$ cat src/rtl/change_dispenser.sv
// Greedy coin payout engine: loads one change amount, issues 50/10/5/1
// coins one per handshake, then pulses done for a single cycle.
//
// Ports:
//   clk, rst_n                        clock, async active-low reset
//   change, change_valid, change_ready  amount input handshake
//   coin_out, coin_valid, coin_ready    one-hot coin output handshake
//   coin_count                        coins accepted this/last transaction
//   busy, done                        activity flag, end-of-transaction pulse
module change_dispenser #(
  parameter int W      = 6,
  parameter int COIN_A = 50,
  parameter int COIN_B = 10,
  parameter int COIN_C = 5,
  parameter int COIN_D = 1
) (
  input  logic         clk,
  input  logic         rst_n,
  input  logic [W-1:0] change,
  input  logic         change_valid,
  output logic         change_ready,
  output logic [3:0]   coin_out,
  output logic         coin_valid,
  input  logic         coin_ready,
  output logic [3:0]   coin_count,
  output logic         busy,
  output logic         done
);

  typedef enum logic [1:0] {
    IDLE,
    DISPENSE,
    DONE
  } state_t;

  state_t       state, state_d;
  logic [W-1:0] remaining, rem_d, rem_n;
  logic [3:0]   coin_d, cnt_d;

  // Largest coin not exceeding r; zero when nothing is left.
  function automatic logic [3:0] pick(
    input logic [W-1:0] r
  );
    logic [3:0] c;
    if (32'(r) >= COIN_A)      c = 4'b1000;
    else if (32'(r) >= COIN_B) c = 4'b0100;
    else if (32'(r) >= COIN_C) c = 4'b0010;
    else if (32'(r) >= COIN_D) c = 4'b0001;
    else                       c = 4'b0000;
    return c;
  endfunction

  function automatic logic [W-1:0] coin_val(
    input logic [3:0] c
  );
    logic [W-1:0] v;
    v = '0;
    unique case (1'b1)
      c[3]:    v = W'(COIN_A);
      c[2]:    v = W'(COIN_B);
      c[1]:    v = W'(COIN_C);
      c[0]:    v = W'(COIN_D);
      default: v = '0;
    endcase
    return v;
  endfunction

  assign change_ready = (state == IDLE);
  assign coin_valid   = (state == DISPENSE);
  assign busy         = (state != IDLE);
  assign done         = (state == DONE);

  always_comb begin
    state_d = state;
    rem_d   = remaining;
    coin_d  = coin_out;
    cnt_d   = coin_count;
    rem_n   = remaining - coin_val(coin_out);
    unique case (state)
      IDLE: begin
        if (change_valid) begin
          cnt_d = '0;
          if (change != '0) begin
            rem_d   = change;
            coin_d  = pick(change);
            state_d = DISPENSE;
          end else begin
            state_d = DONE;
          end
        end
      end
      DISPENSE: begin
        if (coin_ready) begin
          // Next offer is precomputed so coin_out is registered.
          rem_d  = rem_n;
          cnt_d  = coin_count + 4'd1;
          coin_d = pick(rem_n);
          if (rem_n == '0) state_d = DONE;
        end
      end
      DONE: begin
        state_d = IDLE;
      end
      default: begin
        state_d = IDLE;
        coin_d  = '0;
      end
    endcase
  end

  always_ff @(posedge clk or negedge rst_n) begin
    if (!rst_n) begin
      state      <= IDLE;
      remaining  <= '0;
      coin_out   <= '0;
      coin_count <= '0;
    end else begin
      state      <= state_d;
      remaining  <= rem_d;
      coin_out   <= coin_d;
      coin_count <= cnt_d;
    end
  end

endmodule

$ cat config.mk
export PLATFORM = sky130hd
export DESIGN_NAME = change_dispenser
export DESIGN_NICKNAME = d
export VERILOG_FILES = /design/src/rtl/change_dispenser.sv
export SDC_FILE = /design/constraint.sdc
export NUM_CORES = 1
export LEC_CHECK = 0
export CAP_MARGIN = 20
export CORE_MARGIN = 1.5
export CORE_UTILIZATION = 50
export DETAILED_ROUTE_END_ITERATION = 12
export GPL_ROUTABILITY_DRIVEN = 0
export PLACE_DENSITY = 0.77
export SKIP_CTS_REPAIR_TIMING = 1
export SYNTH_ARGS = -nofsm -noshare
export SYNTH_HDL_FRONTEND = slang
export SYNTH_SLANG_ARGS = --single-unit
$ cat constraint.sdc
create_clock -name clk -period 2.8 [get_ports clk]
set_clock_uncertainty 0.05 [all_clocks]
set_input_delay 0.56 -clock clk [delete_from_list [all_inputs] [get_ports clk]]
set_output_delay 0.56 -clock clk [all_outputs]
set_load 0.01 [all_outputs]
==> results of run 1 <==
worst min-delay path by stage:
stage	end	start
after floorplan	coin_count[0]$_DFFE_PN0P_	rst_n
after global placement	remaining[0]$_DFFE_PN0P_	remaining[0]$_DFFE_PN0P_
after detailed placement	remaining[2]$_DFFE_PN0P_	remaining[2]$_DFFE_PN0P_
after CTS	remaining[2]$_DFFE_PN0P_	remaining[2]$_DFFE_PN0P_
after global routing	remaining[2]$_DFFE_PN0P_	remaining[2]$_DFFE_PN0P_
final	remaining[2]$_DFFE_PN0P_	remaining[2]$_DFFE_PN0P_
logic make-up after synthesis:
family | after synthesis | synth area share
xor+xnor | 5 | 0.0347
flops | 16 | 0.317
buf+inv | 15 | 0.0516
compound gates | 44 | 0.241
fa+ha+maj | 7 | 0.0754
mux | 7 | 0.0714
simple gates | 51 | 0.208
through the flow:
stage | setup TNS [ps] | setup WS, ps | instance area, sq um | power [uW] | cells
floorplan | 0 | 296 | 1260 | 1580 | 145
global placement | 0 | 158 | 1560 | 1990 | 201
detailed placement | 0 | 104 | 1560 | 2060 | 201
CTS | 0 | 92.7 | 1590 | 2250 | 205
global route | -25.9 | -25.9 | 1610 | 2490 | 206
finish | 0 | 84.4 | 1610 | 2300 | 206
area by class of cell:
class | count | area share
multi-input cells | 114 | 0.500
flip-flops and latches | 16 | 0.249
repair buffers | 32 | 0.182
inverters | 10 | 0.0233
well taps | 30 | 0.0233
clock buffers | 4 | 0.0226
routing by layer:
layer  share of wire  up-vias
li1                -      586
met1            0.43      560
met2            0.51       39
met3           0.043        8
met4           0.020        0
met5               0        -
placed cells by master (no fill, tap or decap), types with 3 or more instances in the layout:
cell                               n
sky130_fd_sc_hd__a21oi_1          10
sky130_fd_sc_hd__a21oi_2           6
sky130_fd_sc_hd__a32oi_1           3
sky130_fd_sc_hd__buf_4            11
sky130_fd_sc_hd__clkbuf_4          3
sky130_fd_sc_hd__clkdlybuf4s50_1  21
sky130_fd_sc_hd__dfrtp_1          16
sky130_fd_sc_hd__ha_1              6
sky130_fd_sc_hd__inv_1             8
sky130_fd_sc_hd__mux2i_1           3
sky130_fd_sc_hd__nand2_1           9
sky130_fd_sc_hd__nand2b_1          3
sky130_fd_sc_hd__nand3_1           5
sky130_fd_sc_hd__nor2_1           13
sky130_fd_sc_hd__nor2_2            5
sky130_fd_sc_hd__nor2b_1           3
sky130_fd_sc_hd__o21ai_0           6
sky130_fd_sc_hd__o21ai_1           5
sky130_fd_sc_hd__o22ai_1           3
sky130_fd_sc_hd__or3_1             3
sky130_fd_sc_hd__xor2_1            3
worst max-delay path, delay by kind of cell (launching register included):
family / cells / cell delay (ps)
fa+ha+maj: 2 / 560
compound gates: 2 / 360
flops: 1 / 410
buf+inv: 1 / 50
simple gates: 4 / 890
xor+xnor: 1 / 290
sequential cells by signal, indices dropped and copies added (netlist names):
signal,flops
remaining,6
state,2
coin_count,4
coin_out,4
where the power goes:
| group | switching [uW] | leakage [uW] | internal, uW | total (uW) |
|---|---|---|---|---|
| Combinational | 922 | 0.000467 | 776 | 1700 |
| Clock | 80.0 | 0.0000210 | 79.3 | 159 |
| Sequential | 113 | 0.000194 | 334 | 448 |
| Total | 1120 | 0.000682 | 1190 | 2300 |
==> reports/summary.txt, run 1 <==
============================================================================
Total of warnings raised by yosys                                          0
Critical path peak fanout                                                  4
CORE AREA                                                         2430 sq um
Die outline area                                                  2830 sq um
Crit-path slowest cell                                          sky130_fd_sc_hd__or3_1
Post-detail-place hpwl                                               2410 um
Router iterations before antenna repair                                    4
Most instantiated cells after synthesis                         sky130_fd_sc_hd__dfrtp_1 (16), sky130_fd_sc_hd__nor2_1 (13), sky130_fd_sc_hd__a21oi_1 (11)
Sequential area share after synthesis                                  0.317
Number of ports placed on the die boundary                                22
Headroom to the max-slew limit                                         0.494
Fraction of registers with async set or reset after synthesis           1.00
Met1 usage                                                             0.321
Share of the synthesized area in the top cell type                     0.317
Final setup violation count                                                0
Critical path start-end classification                            reg -> reg
Area growth, synth to finish                                           27.6%
Critical R2R Capture                                            state[0]$_DFFE_PN0P_
Pwr per Cell Area                                               1430 nW/um^2
Vias                                                                    1193
Met2 Use GR                                                            0.455
Leading post-synthesis cells by cell area                       sky130_fd_sc_hd__dfrtp_1 (32%), sky130_fd_sc_hd__ha_1 (6.0%), sky130_fd_sc_hd__a21oi_1 (4.4%)
Part of the cycle the worst path needs                                 0.970
CTS tree                                                                done
Kind of end point of the critical path                                  flop
Max Transition Viols Final                                                 0
Net count after synthesis                                                162
Port Buffers                                                              21
Most frequent cell after synthesis                              sky130_fd_sc_hd__dfrtp_1
Met3 track demand over resource                                       0.0339
Via count of the first global-routing pass                              1136
Cell-by-cell trace of the critical path                         or2_2 -> ha_1 -> inv_1 -> fa_1 -> a21o_1 -> a21oi_2 -> xor2_1 -> nand3_2 -> or3_1 -> and2_1
Max incr delay on CP                                                  430 ps
Fill cell count                                                          213
Maximum operating frequency                                          368 MHz
First-pass GRT wire length                                           5130 um
Maximum number of pins on one net before global-route repair              17
Summed instance area of the synthesized netlist                   1260 sq um
Area used by multi-input combinational logic                       805 sq um
Count of H-tree levels built during CTS                                    1
Worst hold path stage count                                                1
CTS Buf Count                                                              3
Storage cell area                                                  400 sq um
Register-to-register setup slack                                       80 ps
Util after Layout                                                      0.662
GRT Util Overall                                                       0.257
Fraction of layout cells with a size suffix above 1                    0.205
Post-detailed-routing wire length                                    3230 um
Endpoint of the worst setup timing path                         state[0]$_DFFE_PN0P_
Vias per Instance                                                       5.79
Clock-pin slew on the worst setup and hold paths                      100 ps
Die Ht                                                               53.2 um
Leading register cell type out of synthesis                     sky130_fd_sc_hd__dfrtp_1
Worst r2r src                                                   coin_out[1]$_DFFE_PN0P_
Horizontal extent of the die                                         53.2 um
Crit path required time                                              2950 ps
Antenna diodes                                                             0
Cell leakage power                                               0.000682 uW
Total DRC errors in the routed layout                                      0
Post-Synthesis Mean Instance Area                                 8.70 sq um
Antenna Violating Nets Remaining                                           0
Starting utilization of the core area                                  0.519
Number of nets in the final layout                                       194
Final worst path period need                                         2720 ps
CP Data Arrival Time                                                 2860 ps
Hold Slack                                                            489 ps
Count of clock tree sinks                                                 16
Layer carrying the most global-route usage                              met2
Skew-Pair Late Insertion Delay                                        290 ps
Worst slew pin tran                                                   757 ps
Instance count of the mapped netlist                                     145
Count of endpoints failing hold in the final timing report                 0
Register bit total from synthesis                                         16
DRC violation total after the first TritonRoute iteration                 28
Worst voltage drop across the vdd grid                            0.000988 V
Distinct cell type count after synthesis                                  45
Mean routed wirelength per cell                                      15.7 um
Startpoint kind of the worst setup timing path                          flop
Length in cells of the worst reg-to-reg path                              10
Number of cell rows                                                       18
Initial antenna violation count                                            0
Type of the most critical hold path                               reg -> reg
Status                                                             completed
Number of max-cap violations                                               0
Cell accounting for the most synthesized area                   sky130_fd_sc_hd__dfrtp_1
Beginning of the critical path                                  coin_out[1]$_DFFE_PN0P_
EDFF count, synth                                                          0
Aggregate global routing overflow                                          0
Bufs on Longest Clock Path                                                 2
Root Buffer Master                                              sky130_fd_sc_hd__clkbuf_4
============================================================================
Power figures use the tool's default switching activity.
==> run 2: changes to the inputs <==
Settings changed: CORE_MARGIN 1.5 to unset, GPL_ROUTABILITY_DRIVEN 0 to unset.
==> run 2 against run 1 <==
  * Count of clock-buffer cells in the layout stayed put
  * Highest routed layer unchanged
  * Largest power group unchanged
  * Fmax is 2.1% higher
  * Critical path depth stayed put
  * Via count is 5.5% higher
  * Largest cell class unchanged
  * Global-route usage grew 2.1 points
  * Register-to-register slack improved by 60 ps
==> reports/summary.txt, run 2 (synthesized netlist as in run 1, its figures left out) <==
===========================================================================
Clock-pin slew on the worst setup and hold paths                     100 ps
Most common cell after layout, fill and taps aside             sky130_fd_sc_hd__clkdlybuf4s50_1
Antenna Violating Nets Remaining                                          0
Maximum operating frequency                                         376 MHz
Initial antenna violation count                                           0
Number of cell rows                                                      17
Most frequent cells in the layout                              sky130_fd_sc_hd__clkdlybuf4s50_1 (21), sky130_fd_sc_hd__dfrtp_1 (16), sky130_fd_sc_hd__nor2_1 (13)
Mean routed wirelength per cell                                     15.6 um
Critical path start-end classification                           reg -> reg
Vias                                                                   1259
Die Ht                                                              52.2 um
CP Data Arrival Time                                                2790 ps
GRT Util Overall                                                      0.278
Horizontal extent of the die                                        52.2 um
Placed Instance Area                                             1550 sq um
Hold Path Origin                                               remaining[0]$_DFFE_PN0P_
Power share of the sequential group                                   0.196
Fraction of layout cells with a size suffix above 1                   0.193
Vias per Instance                                                      6.17
Critical R2R Capture                                           state[0]$_DFFE_PN0P_
Count of clock tree sinks                                                16
Final design instance area without fill                          1600 sq um
Maximum number of pins on one net before global-route repair             17
Crit path required time                                             2930 ps
Number of ports placed on the die boundary                               22
Worst r2r src                                                  coin_out[1]$_DFFE_PN0P_
Final worst path period need                                        2660 ps
Internal Dissipation                                                1240 uW
Router iterations before antenna repair                                   4
Final setup violation count                                               0
Switching share of power                                              0.464
Headroom to the max-slew limit                                        0.464
Root Buffer Master                                             sky130_fd_sc_hd__clkbuf_4
Kind of end point of the critical path                                 flop
Register-to-register setup slack                                     140 ps
Count of H-tree levels built during CTS                                   1
Aggregate global routing overflow                                         0
Bufs and invs on worst path                                               1
CTS tree                                                               done
Die outline area                                                 2730 sq um
Post-detailed-routing wire length                                   3180 um
Crit-path slowest cell                                         sky130_fd_sc_hd__or3_1
CTS Buf Count                                                             3
Max Transition Viols Final                                                0
Routability congestion estimate from global placement                 0.869
Starting utilization of the core area                                 0.549
Switching power                                                     1070 uW
Filler-free cell count of the finished design                           204
Worst hold path stage count                                               2
DRC violation total after the first TritonRoute iteration                40
Hold Slack                                                           499 ps
Pwr per Cell Area                                              1450 nW/um^2
Length in cells of the worst reg-to-reg path                             10
Combinational share of power                                          0.736
Max FFs per register                                                      6
Post-detail-place hpwl                                              2480 um
Cell leakage power                                              0.000679 uW
Skew-Pair Late Insertion Delay                                       290 ps
Overall power of the completed layout                               2310 uW
RSZ-0062 raised after global routing                                  false
Status                                                            completed
Port Buffers                                                             21
Delay-heaviest family, CP                                      simple AND/OR/NAND/NOR gates
Max incr delay on CP                                                 440 ps
Startpoint kind of the worst setup timing path                         flop
Type of the most critical hold path                              reg -> reg
First-pass GRT wire length                                          5410 um
Bufs on Longest Clock Path                                                2
Number of max-cap violations                                              0
Worst voltage drop across the vdd grid                            0.00105 V
Area growth, synth to finish                                          26.7%
Antenna diodes                                                            0
Part of the cycle the worst path needs                                0.950
Critical path peak fanout                                                 4
End point of the worst hold path                               remaining[0]$_DFFE_PN0P_
Placed Cells                                                            199
Total DRC errors in the routed layout                                     0
Via count of the first global-routing pass                             1159
Clock power frac                                                      0.068
Worst slew pin tran                                                  803 ps
CORE AREA                                                        2300 sq um
Cell-by-cell trace of the critical path                        or2_2 -> ha_1 -> inv_1 -> fa_1 -> a21o_1 -> a21oi_1 -> xor2_1 -> nand3_1 -> or3_1 -> and2_1
Registers with the most flip-flops                             remaining: 6 flops, coin_count: 4 flops, coin_out: 4 flops
Reg with most FFs                                                 remaining
Count of endpoints failing hold in the final timing report                0
TNS Setup                                                              0 ps
Number of nets in the final layout                                      194
===========================================================================
run 2: routing by layer:
layer,track usage,up-vias,wire (um)
li1,-,584,-
met4,0.145,0,102
met1,0.377,598,1370
met3,0.0348,15,251
met2,0.429,62,1460
met5,0,-,0
run 2: worst max path at each step:
stage                                        from                  endpoint  slack (ps)  depth (start not counted)
after CTS                 coin_out[1]$_DFFE_PN0P_      state[0]$_DFFE_PN0P_         160                         10
after global placement                  change[2]  remaining[2]$_DFFE_PN0P_         170                          6
after detailed placement                change[2]   coin_out[3]$_DFFE_PN0P_          80                          7
after global routing      coin_out[1]$_DFFE_PN0P_      state[0]$_DFFE_PN0P_           2                         10
after floorplan           coin_out[1]$_DFFE_PN0P_      state[0]$_DFFE_PN0P_         300                         10
final                     coin_out[1]$_DFFE_PN0P_      state[0]$_DFFE_PN0P_         140                         10
run 2: power by group through the flow:
stage	Combinational (uW)	Sequential (uW)	Clock (uW)
final	1700	453	157
after CTS	1650	450	157
after global routing	1890	468	168
after global placement	1570	448	0
after detailed placement	1640	455	0
after floorplan	1150	430	0
run 2: metrics by stage:
| step | setup slack, ps | util |
|---|---|---|
| floorplan | 296 | - |
| global placement | 169 | 0.676 |
| detailed placement | 78.1 | 0.676 |
| CTS | 155 | 0.692 |
| global route | 2.19 | 0.696 |
| finish | 140 | 0.696 |
run 2: final cells by class:
cell class,count,area (sq um)
fillers,194,699
flip-flops and latches,16,400
well taps,28,35.0
repair buffers,32,293
multi-input cells,114,796
clock buffers,4,36.3
inverters,10,37.5
run 2: tightest hold or removal path, stage by stage, from the launching register on:
cell                      delay (ps)
sky130_fd_sc_hd__dfrtp_1         330
sky130_fd_sc_hd__inv_1            50
sky130_fd_sc_hd__o21ai_1         130
==> run 3: changes to the inputs <==
Settings changed: CORE_ASPECT_RATIO set to 0.9.
==> run 3 against run 2 <==
  * Hold slack worse by 22 ps
  * Final area is 2.3% lower
  * First-iteration DRC count is 10% lower
  * Flip-flop and latch count stayed put
  * Sequential share of layout area is 0.60 points higher
  * Core utilization is 1.2 points lower
  * Sequential power hardly changed
  * Global-route usage is 1.9 points lower
  * Non-clock buffer count is 3 lower
  * Die area hardly changed
  * Count of clock-buffer cells in the layout is 1 lower
  * Highest routed layer unchanged
==> reports/summary.txt, run 3 (synthesized netlist as in run 1, its figures left out) <==
===========================================================================
Headroom to the max-slew limit                                        0.469
Part of the cycle the worst path needs                                0.931
Count of H-tree levels built during CTS                                   1
Antenna diodes                                                            0
Via count of the first global-routing pass                             1114
Cell leakage power                                              0.000658 uW
Combinational share of power                                          0.739
Internal Dissipation                                                1170 uW
Area used by multi-input combinational logic                      796 sq um
Starting utilization of the core area                                 0.553
Storage cell area                                                 400 sq um
First-pass GRT wire length                                          5010 um
Max incr delay on CP                                                 430 ps
Horizontal extent of the die                                        54.9 um
Pwr per Cell Area                                              1410 nW/um^2
Kind of end point of the critical path                                 flop
CP Data Arrival Time                                                2740 ps
Routability congestion estimate from global placement                 0.851
Final worst path period need                                        2610 ps
Die outline area                                                 2730 sq um
Worst slew pin tran                                                  796 ps
Startpoint kind of the worst setup timing path                         flop
CTS Buf Count                                                             3
GRT Util Overall                                                      0.259
Die Ht                                                              49.6 um
Filler-free cell count of the finished design                           199
Number of cell rows                                                      16
Root Buffer Master                                             sky130_fd_sc_hd__clkbuf_4
Vias                                                                   1181
Most frequent cells in the layout                              sky130_fd_sc_hd__clkdlybuf4s50_1 (21), sky130_fd_sc_hd__dfrtp_1 (16), sky130_fd_sc_hd__nor2_1 (13)
Post-detail-place hpwl                                              2350 um
Reg with most FFs                                                 remaining
Router iterations before antenna repair                                   4
Maximum number of pins on one net before global-route repair             17
Fraction of layout cells with a size suffix above 1                   0.174
RSZ-0062 raised after global routing                                  false
Count of clock tree sinks                                                16
Clock-pin slew on the worst setup and hold paths                      90 ps
DRC violation total after the first TritonRoute iteration                36
Switching power                                                     1040 uW
Maximum operating frequency                                         384 MHz
Util after Layout                                                     0.684
Worst voltage drop across the vdd grid                           0.000956 V
Number of ports placed on the die boundary                               22
Port Buffers                                                             21
Most common cell after layout, fill and taps aside             sky130_fd_sc_hd__clkdlybuf4s50_1
Antenna Violating Nets Remaining                                          0
Crit path required time                                             2930 ps
Max Transition Viols Final                                                0
Skew-Pair Late Insertion Delay                                       290 ps
CORE AREA                                                        2280 sq um
Max FFs per register                                                      6
Final setup violation count                                               0
Post-detailed-routing wire length                                   3080 um
Critical path start-end classification                           reg -> reg
Area growth, synth to finish                                          23.7%
Crit-path slowest cell                                         sky130_fd_sc_hd__or3_1
Bufs on Longest Clock Path                                                2
Mean routed wirelength per cell                                     15.5 um
Fill cell count                                                         191
Registers with the most flip-flops                             remaining: 6 flops, coin_count: 4 flops, coin_out: 4 flops
Critical path peak fanout                                                 4
TNS Setup                                                              0 ps
Placed Cells                                                            196
Hold Slack                                                           477 ps
Initial antenna violation count                                           0
Cell-by-cell trace of the critical path                        or2_2 -> ha_1 -> inv_1 -> fa_1 -> a21o_1 -> a21oi_1 -> xor2_1 -> nand3_1 -> or3_1 -> and2_1
Status                                                            completed
Switching share of power                                              0.470
Count of endpoints failing hold in the final timing report                0
Total DRC errors in the routed layout                                     0
Aggregate global routing overflow                                         0
Clock power frac                                                      0.055
Vias per Instance                                                      5.93
Number of max-cap violations                                              0
Number of nets in the final layout                                      191
CTS tree                                                               done
Type of the most critical hold path                              reg -> reg
Power share of the sequential group                                   0.206
===========================================================================
run 3: cell count changes in the layout (fill, tap and decap cells not counted):
| cell | before | now |
|---|---|---|
| sky130_fd_sc_hd__buf_4 | 11 | 8 |
| sky130_fd_sc_hd__clkbuf_8 | 1 | 0 |
run 3: layout make-up:
| cell class | instances | area share |
|---|---|---|
| multi-input cells | 114 | 0.510 |
| flip-flops and latches | 16 | 0.257 |
| repair buffers | 29 | 0.173 |
| inverters | 10 | 0.0241 |
| well taps | 27 | 0.0217 |
| clock buffers | 3 | 0.0144 |
run 3: through the flow:
| stage | setup WS [ps] | area, sq um | power [uW] |
|---|---|---|---|
| 2_1_floorplan | 296 | 1260 | 1580 |
| 3_3_place_gp | 173 | 1540 | 2020 |
| 3_5_place_dp | 111 | 1540 | 2070 |
| 4_1_cts | 201 | 1560 | 2200 |
| 5_1_grt | 44.1 | 1560 | 2400 |
| 6_report | 194 | 1560 | 2200 |
run 3: layer usage:
metal,vias to the layer above,GRT usage,part of all wire,wire (um)
met1,557,0.370,0.48,1490
met3,4,0.0864,0.054,167
met2,41,0.378,0.45,1400
met4,0,0.0500,0.0068,21
met5,-,0,0,0
li1,579,-,-,-
run 3: path summary, 6_finish.rpt:
kind                                          startpoint  slack, ps  depth (start not counted)                         to
worst max-delay path             coin_out[1]$_DFFE_PN0P_        190                         10       state[0]$_DFFE_PN0P_
worst min-delay path            remaining[2]$_DFFE_PN0P_        480                          1   remaining[2]$_DFFE_PN0P_
worst max register to register   coin_out[1]$_DFFE_PN0P_        190                         10       state[0]$_DFFE_PN0P_
worst min register to register  remaining[2]$_DFFE_PN0P_        480                          1   remaining[2]$_DFFE_PN0P_
max in group asynchronous                          rst_n       1550                          1    coin_out[1]$_DFFE_PN0P_
min in group asynchronous                          rst_n        670                          1  coin_count[1]$_DFFE_PN0P_
run 3: critical path, delay by kind of cell, from the launching register on:
family,cells,cell delay [ps]
AO/OA/AOI/OAI,2,370
XOR/XNOR,1,200
adder cells (fa/ha/maj),2,550
buffers and inverters,1,60
flip-flops,1,420
AND/OR/NAND/NOR,4,860
run 3: power groups by stage:
stage	combinational (uW)	sequential [uW]	clock, uW
after detailed placement	1620	451	0
final	1630	453	120
after CTS	1620	452	124
after floorplan	1150	430	0
after global placement	1570	451	0
after global routing	1800	467	133
